**config.mk**
```make
export PLATFORM = sky130hd
export DESIGN_NAME = fetch_pc_gen_flat
export DESIGN_NICKNAME = d
export VERILOG_FILES = /design/src/rtl/fetch_pc_gen_pkg.sv /design/src/rtl/fetch_pc_gen_if.sv /design/src/rtl/fetch_pc_gen.sv /design/src/flat_wrapper.sv
export SDC_FILE = /design/constraint.sdc
export NUM_CORES = 1
export LEC_CHECK = 0
export BUFFER_PORTS_ARGS = -buffer_cell sky130_fd_sc_hd__clkbuf_2
export CORE_ASPECT_RATIO = 0.8
export CORE_MARGIN = 4
export CORE_UTILIZATION = 45
export CTS_BUF_LIST = sky130_fd_sc_hd__clkbuf_8
export CTS_CLUSTER_DIAMETER = 40
export DETAILED_ROUTE_END_ITERATION = 16
export HOLD_SLACK_MARGIN = 0.03
export PLACE_DENSITY = 0.87
export SYNTH_ARGS = -nofsm -noshare
export SYNTH_HDL_FRONTEND = slang
export SYNTH_SLANG_ARGS = --single-unit
```
**constraint.sdc**
```tcl
create_clock -name clk -period 2.1 [get_ports clk]
set_input_delay 0.315 -clock clk [delete_from_list [all_inputs] [get_ports clk]]
set_output_delay 0.315 -clock clk [all_outputs]
set_load 0.01 [all_outputs]
```
**src/rtl/fetch_pc_gen_pkg.sv**
```systemverilog
// -----------------------------------------------------------------------------
// fetch_pkg
//   Shared definitions for the next-PC generator and the fetch stage:
//   CPU-wide widths, active-low enable/disable levels, instruction size
//   derived constants, the PC generator state encoding and the request
//   payload struct handed to the fetch stage.
// -----------------------------------------------------------------------------
package fetch_pkg;

   // CPU configuration widths
   localparam int ADDR_WIDTH     = 32;
   localparam int INST_WIDTH     = 32;
   localparam int BYTE_BIT_WIDTH = 8;

   // Active-low signalling levels
   localparam logic ENABLE_  = 1'b0;
   localparam logic DISABLE_ = 1'b1;

   // Instruction size in bytes and the number of PC bits that are always zero
   localparam int INST_BYTES = INST_WIDTH / BYTE_BIT_WIDTH;
   localparam int INST_OFS   = $clog2(INST_BYTES);

   typedef enum logic [1:0] {
      BOOT  = 2'd0,
      FETCH = 2'd1,
      STALL = 2'd2,
      HALT  = 2'd3
   } fetch_state_t;

   // Request payload as seen by the fetch stage
   typedef struct packed {
      logic [ADDR_WIDTH-1:0] pc;
      logic                  pred_taken_;
      logic [ADDR_WIDTH-1:0] pred_addr;
   } fetch_req_t;

   // Clear the byte-offset bits of an address so it lands on an instruction
   function automatic logic [ADDR_WIDTH-1:0] align_pc(input logic [ADDR_WIDTH-1:0] a);
      return a & ~ADDR_WIDTH'(INST_BYTES - 1);
   endfunction

endpackage

```
**src/rtl/fetch_pc_gen_if.sv**
```systemverilog
// -----------------------------------------------------------------------------
// fetch_pc_gen_if
//   Request channel from the next-PC generator to the instruction-fetch
//   stage. Active-low request/ready handshake: a request transfers in a
//   cycle where both if_req_ and if_ready_ are low.
//   Signals:
//     if_req_        request valid (active low)         master -> slave
//     if_ready_      fetch stage accepts (active low)   slave  -> master
//     if_pc          PC of the request                  master -> slave
//     if_pred_taken_ predicted taken (active low)       master -> slave
//     if_pred_addr   predicted next PC                  master -> slave
// -----------------------------------------------------------------------------
interface fetch_pc_gen_if #(
   parameter int ADDR = 32
);
   logic            if_req_;
   logic            if_ready_;
   logic [ADDR-1:0] if_pc;
   logic            if_pred_taken_;
   logic [ADDR-1:0] if_pred_addr;

   modport master (
      output if_req_,
      input  if_ready_,
      output if_pc,
      output if_pred_taken_,
      output if_pred_addr
   );

   modport slave (
      input  if_req_,
      output if_ready_,
      input  if_pc,
      input  if_pred_taken_,
      input  if_pred_addr
   );
endinterface

```
**src/rtl/fetch_pc_gen.sv**
```systemverilog
// -----------------------------------------------------------------------------
// fetch_pc_gen
//   Next-PC generator at the head of the front end. Holds the fetch PC,
//   presents it to the BTB, and issues one fetch request per cycle,
//   choosing between the BTB target, the sequential successor and a
//   commit-time redirect.
//   Ports:
//     clk          clock
//     reset_       asynchronous active-low reset
//     btb_pc       PC presented to the BTB lookup (current fetch PC)
//     btb_hit      BTB confident hit for btb_pc (same cycle)
//     btb_addr     BTB predicted target for btb_pc
//     flush_       active-low commit redirect, highest priority
//     flush_addr   redirect target
//     halt_        active-low fetch halt request
//     ifc          request channel to the fetch stage (master side)
// -----------------------------------------------------------------------------
module fetch_pc_gen
   import fetch_pkg::*;
#(
   parameter int              ADDR     = ADDR_WIDTH,
   parameter int              INST     = INST_WIDTH,
   parameter logic [ADDR-1:0] RESET_PC = '0
) (
   input  logic                   clk,
   input  logic                   reset_,
   output logic [ADDR-1:0]        btb_pc,
   input  logic                   btb_hit,
   input  logic [ADDR-1:0]        btb_addr,
   input  logic                   flush_,
   input  logic [ADDR-1:0]        flush_addr,
   input  logic                   halt_,
   fetch_pc_gen_if.master         ifc
);

   localparam int              BYTES_PER_INST = INST / BYTE_BIT_WIDTH;
   localparam logic [ADDR-1:0] OFS_MASK       = ADDR'(BYTES_PER_INST - 1);

   // State
   fetch_state_t    state_reg,     state_next;
   logic [ADDR-1:0] pc_reg,        pc_next;
   logic            lat_taken_reg, lat_taken_next;
   logic [ADDR-1:0] lat_addr_reg,  lat_addr_next;

   // Datapath
   logic [ADDR-1:0] seq_next;
   logic [ADDR-1:0] btb_target;
   logic [ADDR-1:0] pred_next;
   logic [ADDR-1:0] flush_target;
   logic            accepted;
   logic            halting;
   logic            flushing;

   // Request outputs
   logic            req_out_;
   logic [ADDR-1:0] pc_out;
   logic            taken_out_;
   logic [ADDR-1:0] pred_out;

   // Sequential successor wraps silently at the top of the address space
   assign seq_next     = pc_reg + ADDR'(BYTES_PER_INST);
   assign btb_target   = btb_addr & ~OFS_MASK;
   assign pred_next    = btb_hit ? btb_target : seq_next;
   assign flush_target = flush_addr & ~OFS_MASK;

   assign accepted = (ifc.if_ready_ == ENABLE_);
   assign halting  = (halt_ == ENABLE_);
   assign flushing = (flush_ == ENABLE_);

   always_ff @(posedge clk or negedge reset_) begin
      if (!reset_) begin
         state_reg     <= BOOT;
         pc_reg        <= RESET_PC;
         lat_taken_reg <= DISABLE_;
         lat_addr_reg  <= '0;
      end else begin
         state_reg     <= state_next;
         pc_reg        <= pc_next;
         lat_taken_reg <= lat_taken_next;
         lat_addr_reg  <= lat_addr_next;
      end
   end

   always_comb begin
      state_next     = state_reg;
      pc_next        = pc_reg;
      lat_taken_next = lat_taken_reg;
      lat_addr_next  = lat_addr_reg;
      req_out_       = DISABLE_;
      pc_out         = pc_reg;
      taken_out_     = DISABLE_;
      pred_out       = '0;

      case (state_reg)
         // One idle cycle after reset release so the BTB sees a stable PC
         BOOT: begin
            state_next = halting ? HALT : FETCH;
         end

         FETCH: begin
            req_out_   = ENABLE_;
            taken_out_ = btb_hit ? ENABLE_ : DISABLE_;
            pred_out   = pred_next;
            if (accepted) begin
               pc_next = pred_next;
            end
            if (halting) begin
               state_next = HALT;
            end else if (!accepted) begin
               // Freeze the prediction so the pending request stays stable
               // even if the BTB entry changes while we wait
               lat_taken_next = btb_hit ? ENABLE_ : DISABLE_;
               lat_addr_next  = pred_next;
               state_next     = STALL;
            end
         end

         STALL: begin
            req_out_   = ENABLE_;
            taken_out_ = lat_taken_reg;
            pred_out   = lat_addr_reg;
            if (accepted) begin
               pc_next = lat_addr_reg;
            end
            if (halting) begin
               state_next = HALT;
            end else if (accepted) begin
               state_next = FETCH;
            end
         end

         HALT: begin
            // Parked until a redirect arrives
         end

         default: begin
            state_next = BOOT;
         end
      endcase

      // A redirect kills whatever request this cycle would have shown and
      // overrides halt, accept and boot
      if (flushing) begin
         req_out_   = DISABLE_;
         pc_next    = flush_target;
         state_next = FETCH;
      end
   end

   assign btb_pc             = pc_reg;
   assign ifc.if_req_        = req_out_;
   assign ifc.if_pc          = pc_out;
   assign ifc.if_pred_taken_ = taken_out_;
   assign ifc.if_pred_addr   = pred_out;

endmodule

```
**src/flat_wrapper.sv**
```systemverilog
// flat-port wrapper written by rule: the top's interface ports become plain ports
module fetch_pc_gen_flat import fetch_pkg::*;
#(
   parameter int              ADDR     = ADDR_WIDTH,
   parameter int              INST     = INST_WIDTH,
   parameter logic [ADDR-1:0] RESET_PC = '0
)
  (clk, reset_, btb_pc, btb_hit, btb_addr, flush_, flush_addr, halt_, ifc_if_req_, ifc_if_ready_, ifc_if_pc, ifc_if_pred_taken_, ifc_if_pred_addr);
  fetch_pc_gen_if #(.ADDR(ADDR)) ifc_i ();
  input  logic clk;
  input  logic reset_;
  output logic [ADDR-1:0] btb_pc;
  input  logic btb_hit;
  input  logic [ADDR-1:0] btb_addr;
  input  logic flush_;
  input  logic [ADDR-1:0] flush_addr;
  input  logic halt_;
  output wire logic [$bits(ifc_i.if_req_)-1:0] ifc_if_req_;
  input wire logic [$bits(ifc_i.if_ready_)-1:0] ifc_if_ready_;
  output wire logic [$bits(ifc_i.if_pc)-1:0] ifc_if_pc;
  output wire logic [$bits(ifc_i.if_pred_taken_)-1:0] ifc_if_pred_taken_;
  output wire logic [$bits(ifc_i.if_pred_addr)-1:0] ifc_if_pred_addr;
  assign ifc_if_req_ = ifc_i.if_req_;
  assign ifc_i.if_ready_ = ifc_if_ready_;
  assign ifc_if_pc = ifc_i.if_pc;
  assign ifc_if_pred_taken_ = ifc_i.if_pred_taken_;
  assign ifc_if_pred_addr = ifc_i.if_pred_addr;
  fetch_pc_gen #(.ADDR(ADDR), .INST(INST), .RESET_PC(RESET_PC)) u_core (.clk(clk), .reset_(reset_), .btb_pc(btb_pc), .btb_hit(btb_hit), .btb_addr(btb_addr), .flush_(flush_), .flush_addr(flush_addr), .halt_(halt_), .ifc(ifc_i));
endmodule
```
==> results of run 1 <==
[area by class of cell]
cell class,instances,share of cell area
clock buffers,9,0.0179
multi-input cells,401,0.441
flip-flops and latches,67,0.244
well taps,136,0.0246
repair buffers,274,0.262
inverters,12,0.00652
clock inverters,6,0.00398
[repair_timing]
| item | CTS | global route |
|---|---|---|
| hold buffers | 1 | 0 |
| gates resized for setup | 76 | 79 |
| hold endpoints to repair | 23 | 0 |
| gates cloned | 3 | 0 |
| endpoints found under the setup margin | 33 | 36 |
| setup buffers | 22 | 28 |
| pin swaps | 28 | 34 |
[metal layers]
metal  up-vias  share of wire
li1       2414              -
met1      2689           0.39
met2       402           0.48
met3        62           0.10
met4         0          0.027
met5         -              0
[stage by stage]
step	hold slack (ns)	instances	cell area [um2]	util
after floorplan	0.0194	555	4730	-
after global placement	0.362	844	5870	0.593
after detailed placement	0.372	844	5870	0.593
after CTS	0.209	884	6530	0.660
after global routing	0.228	905	6910	0.699
final	0.217	905	6910	0.699
[power breakdown]
| group | total (mW) | internal (mW) | switching [mW] | leakage, nW |
|---|---|---|---|---|
| Sequential | 2.32 | 1.82 | 0.494 | 0.811 |
| Combinational | 5.47 | 2.43 | 3.04 | 2.41 |
| Clock | 0.941 | 0.405 | 0.536 | 0.0910 |
[how the worst max path moves through the flow]
stage / start / end / slack (ns)
after detailed placement: u_core.btb_pc[4] / ifc_if_pred_addr[17] / -0.18
after floorplan: u_core.btb_pc[10] / ifc_if_pred_addr[24] / -0.09
after global routing: u_core.btb_pc[2] / ifc_if_pred_addr[31] / -0.62
final: u_core.btb_pc[2] / ifc_if_pred_addr[31] / -0.50
after global placement: u_core.btb_pc[4] / ifc_if_pred_addr[29] / -0.1
after CTS: u_core.btb_pc[2] / ifc_if_pred_addr[29] / -0.48
[layout by cell type (no fill, tap or decap), types with 5 or more instances in the layout]
cell type,synthesis,layout
dfrtp_1,66,61
nand4_1,7,7
o221ai_2,0,6
buf_4,32,84
clkbuf_8,0,9
nor2_1,22,16
buf_6,0,20
o21ai_1,3,11
mux2i_1,12,10
nor2b_1,9,9
a211o_1,12,12
o22ai_1,8,6
nand2_1,94,90
and2_1,7,5
xor2_1,14,5
dfrtp_2,0,5
clkbuf_2,0,135
xor2_2,0,9
inv_1,11,10
o31ai_1,28,23
and3_1,19,18
buf_12,0,6
o21ai_0,46,36
a21oi_1,9,6
o221ai_1,29,22
o31ai_2,0,5
nor2_4,0,6
a221o_1,7,7
buf_2,3,27
[synthesized netlist by cell type (4+ instances only)]
library cell	instances
a211o_1	12
a211oi_1	4
a21oi_1	9
a221o_1	7
and2_1	7
and3_1	19
buf_1	5
buf_4	32
clkbuf_1	36
dfrtp_1	66
ha_1	4
inv_1	11
mux2i_1	12
nand2_1	94
nand3_1	10
nand4_1	7
nor2_1	22
nor2b_1	9
nor3_1	6
o21ai_0	46
o221ai_1	29
o22ai_1	8
o31ai_1	28
or2_2	5
xnor2_1	7
xor2_1	14
[logic make-up after synthesis]
group                      Yosys count
AOI/OAI and AO/OA                  166
DFF                                 67
buffers and inverters               88
adders and majority gates            4
muxes                               14
and+or+nand+nor                    195
xor gates and xnor gates            21
==> impl_metrics.csv, run 1 <==
group,metric,value,unit
routing,avgViaCountPerCell,6.15,
hold_path,min_from,"halt_",
routing,detail_route.wirelength,18900,um
timing,setup_tns,-9.36,ns
synth,yosys_most_used_dff,"dfrtp_1",
timing,fin_crit,2.60,ns
clocking,clk_path_buf_depth,2,
routing,num_vias,5567,
timing,min_period_over_period,1.24,
routing,detail_route.first_pass.iterations,5,
critical_path,critPathRequiredTime,1.78,ns
synth,synth-async-reset-ratio,1.00,
synth,ys_ff_latch,67,
pwr,power.density,1260,nW/um2
synth,synth.area.top_cells,"dfrtp_1 35%, nand2_1 7.5%, o221ai_1 5.4%",
critical_path,r2r_cells,9,
global_routing,track_usage,0.295,
critical_path,worstSetupEndpointType,"output pin",
global_routing,grt_pass1_wl,28200,um
floorplan,die_area,12100,um2
clocking,htree_levels,3,
floorplan,die_h,99.2,um
critical_path,r2r_setup_slack,0.03,ns
synth,synth_xor_area_frac,0.0393,
routing,drc,0,
synth,synth_fp_nets,629,
timing,max_freq,0.385,GHz
critical_path,crit_chain,"nand4_1 -> buf_6 -> nor4_2 -> buf_4 -> nand4_1 -> xor2_2 -> o221ai_2 -> buf_2",
critical_path,crit_top_cell,"nand4_1",
clocking,clkTransAtPathRegs,0.08,ns
clocking,clkSinkCount,67,
floorplan,rows,32,
pwr,total_power,8.73,mW
synth,synth_fa_ha_area_frac,0.0107,
layout,layout-drive-gt1-share,0.495,
critical_path,cp_top_family,"simple AND/OR/NAND/NOR gates",
global_routing,busiest_layer,"met2",
critical_path,crit_fanout,5,
layout,area_growth,47.9,%
synth,ys_seq_area_frac,0.359,
layout,fin_nets,839,
timing,setup_viol,27,
hold_path,hold_depth,2,
global_routing,grt_pass1_vias,5535,
critical_path,cp_num_buf_inv,3,
synth,yosys_warnings,0,
placed_design,portBuffers,163,
synth,synth_edf_count,0,
routing,wl_per_cell,20.8,um
floorplan,pin_count,168,
placed_design,place_congestion,0.893,
clocking,cts_tree,"done",
timing,rsz0062_at_grt,"true",
layout,seq_area,1680,um2
synth,synth_top_area_share,0.353,
synth,synthesis.area,4670,um2
global_routing,grtUsageMet3,0.0705,
layout,fillers,753,
global_routing,grt_antenna_before_repair,0,
floorplan,core,9890,um2
layout,n_antenna_cell,0,
synth,syn_area_per_cell,8.42,um2
critical_path,r2r_end,"u_core.lat_addr_reg[16]",
timing,finalHoldViolCount,0,
critical_path,slowest_stage,"dfrtp_2",
synth,synth_simple_gate_area_frac,0.212,
run_status,outcome,"finished with violations",
routing,drtIter0Drc,718,
timing,worst_slack,-0.497,ns
global_routing,grtUsageMet2,0.484,
clocking,cts-buffers-inserted,9,
timing,clock_skew,0.0105,ns
clocking,clk-insertion-delay-late,0.36,ns
run_status,violations,"negative setup slack",
timing,finalMaxSlewViolations,0,
placed_design,post-dp-hpwl,11700,um
synth,synth_top_cell_by_area,"dfrtp_1",
synth,synth_top_family_by_area,"compound AO/OA/AOI/OAI gates",
synth,synth_compound_area_frac,0.251,
job,cap_viol_max_count,0,
global_routing,overflow,0,
hold_path,hold_path_class,"in -> reg",
timing,slew_headroom,0.543,
placed_design,pre_cts_slack,-0.179,ns
synth,synth_cell_types,51,
clocking,cts_root_buffer,"clkbuf_8",
critical_path,crit_path_max_incr_delay,0.43,ns
timing,worst_pin_slew,0.685,ns
global_routing,grt_max_degree,44,
critical_path,cp_num_cells,8,
pwr,irDropWorstVdd,0.742,mV
layout,multiInputGateArea,3050,um2
synth,netlist_instances,555,
pwr,p_leak,3.31,nW
synth,synthMuxAreaShare,0.0305,
floorplan,die_w,122,um
critical_path,rr_startpoint,"u_core.btb_pc[2]",
critical_path,arrival,2.28,ns
critical_path,start_kind,"flip-flop",
hold_path,hold_path_end,"u_core.state_reg[1]",
routing,drtAntennaViolNets,0,
global_routing,met1_usage,0.382,
floorplan,initial_core_util,0.473,
critical_path,worstSetupPathType,"reg -> out",
No activity file was read; power rests on OpenSTA's default activity.
==> run 2, diff against run 1 <==
Settings changed: CORE_MARGIN 4 to 5.
==> impl_metrics.csv, run 2 (synthesis results as in run 1) <==
group,metric,value,unit
run_status,outcome,"finished with violations",
run_status,violations,"negative setup slack",
timing,fin_crit,2.67,ns
critical_path,crit_path_max_incr_delay,0.41,ns
routing,drc,0,
timing,finalHoldViolCount,0,
layout,n_antenna_cell,0,
placed_design,place_congestion,0.878,
floorplan,core,10200,um2
global_routing,busiest_layer,"met2",
routing,detail_route.wirelength,17800,um
routing,drtIter0Drc,561,
critical_path,cp_top_family,"simple AND/OR/NAND/NOR gates",
floorplan,die_h,101,um
global_routing,met1_usage,0.348,
critical_path,r2r_setup_slack,0.03,ns
critical_path,crit_chain,"buf_6 -> nand4_1 -> buf_4 -> nor4_4 -> xor2_1 -> nor2_2 -> o31ai_2 -> buf_2",
clocking,cts_root_buffer,"clkbuf_8",
clocking,clk_path_buf_depth,2,
layout,fin_nets,831,
floorplan,initial_core_util,0.458,
layout,layout_common_cells,"142 x clkbuf_2, 91 x nand2_1, 80 x buf_4, 61 x dfrtp_1, 36 x o21ai_0",
critical_path,worstSetupEndpointType,"output pin",
critical_path,cp_num_buf_inv,3,
critical_path,start_kind,"flip-flop",
routing,drtAntennaViolNets,0,
timing,worst_slack,-0.568,ns
floorplan,pin_count,168,
pwr,p_leak,3.28,nW
floorplan,die_area,12500,um2
pwr,irDropWorstVdd,0.637,mV
pwr,power.density,1300,nW/um2
timing,slew_headroom,0.643,
global_routing,grt_antenna_before_repair,1,
layout,final_common_cell,"clkbuf_2",
placed_design,portBuffers,163,
global_routing,track_usage,0.270,
timing,worst_pin_slew,0.536,ns
critical_path,arrival,2.35,ns
timing,finalMaxSlewViolations,0,
clocking,cts_tree,"done",
critical_path,slowest_stage,"dfrtp_1",
floorplan,die_w,124,um
timing,rsz0062_at_grt,"true",
floorplan,rows,33,
global_routing,grt_max_degree,51,
global_routing,grtUsageMet3,0.0692,
placed_design,post-dp-hpwl,12000,um
timing,setup_tns,-9.51,ns
timing,clock_skew,0.0131,ns
timing,setup_viol,28,
routing,detail_route.first_pass.iterations,6,
routing,wl_per_cell,19.8,um
clocking,clk-insertion-delay-late,0.36,ns
timing,max_freq,0.375,GHz
global_routing,grt_pass1_wl,26600,um
layout,final_cells,902,
clocking,cts-buffers-inserted,9,
hold_path,hold_path_class,"in -> reg",
clocking,htree_levels,3,
layout,area_growth,45.3,%
timing,min_period_over_period,1.27,
clocking,clkSinkCount,67,
critical_path,worstSetupPathType,"reg -> out",
placed_design,dpl.cell_count,849,
layout,layout-drive-gt1-share,0.469,
layout,final_util,0.666,
clocking,clkTransAtPathRegs,0.08,ns
routing,num_vias,5402,
global_routing,overflow,0,
critical_path,critPathRequiredTime,1.78,ns
global_routing,grtUsageMet2,0.444,
placed_design,pre_cts_slack,-0.129,ns
global_routing,grt_pass1_vias,5395,
routing,avgViaCountPerCell,5.99,
critical_path,crit_fanout,5,
job,cap_viol_max_count,0,
-- run 2: changes by cell type in the layout (fill, tap and decap cells not counted), sizes merged --
cell	delta
bufbuf	+1
clkinvlp	+1
inv	-2
clkbuf	+7
buf	-15
bufinv	+3
clkinv	-1
or2	-1
-- run 2: final timing paths --
kind	from	endpoint	depth (start not counted)
setup reg to reg	u_core.btb_pc[6]	u_core.btb_pc[10]	8
min in group asynchronous	reset_	u_core.lat_addr_reg[8]	2
hold reg to reg	u_core.lat_taken_reg	u_core.lat_taken_reg	2
max in group asynchronous	reset_	u_core.btb_pc[15]	3
hold / removal	halt_	u_core.state_reg[1]	2
setup / recovery	u_core.btb_pc[10]	ifc_if_pred_addr[16]	8
-- run 2: metal layers --
layer / routed length [um] / vias to the layer above
met2: 8610 / 342
met1: 7050 / 2609
li1: - / 2403
met4: 393 / 2
met3: 1770 / 46
met5: 11 / -
-- run 2: layout make-up --
type,instances,area (um2)
Tap cell,140,175
Clock inverter,7,116
Sequential cell,67,1680
Timing Repair Buffer,267,1730
Multi-Input combinational cell,400,2920
Fill cell,799,3410
Inverter,12,45.0
Clock buffer,9,124
-- run 2: power by group --
group	switching (mW)	total (mW)	internal, mW
Combinational	2.91	5.22	2.30
Sequential	0.454	2.28	1.82
Clock	0.547	1.33	0.786
Total	3.92	8.83	4.91
-- run 2: what timing repair did --
item,CTS,global route
endpoints found under the setup margin,33,35
setup buffers,21,18
hold buffers,1,0
gates resized for setup,63,53
endpoints found under the hold margin,17,0
pin swaps,22,25
gates cloned,1,0
-- run 2: metrics by stage --
step                hold slack (ns)  cell area (um2)  power [mW]
global placement              0.278             5840        6.46
finish                        0.215             6790        8.83
CTS                           0.193             6530        8.45
global route                  0.221             6790        9.32
detailed placement            0.286             5840        6.64
floorplan                    0.0194             4730        4.88
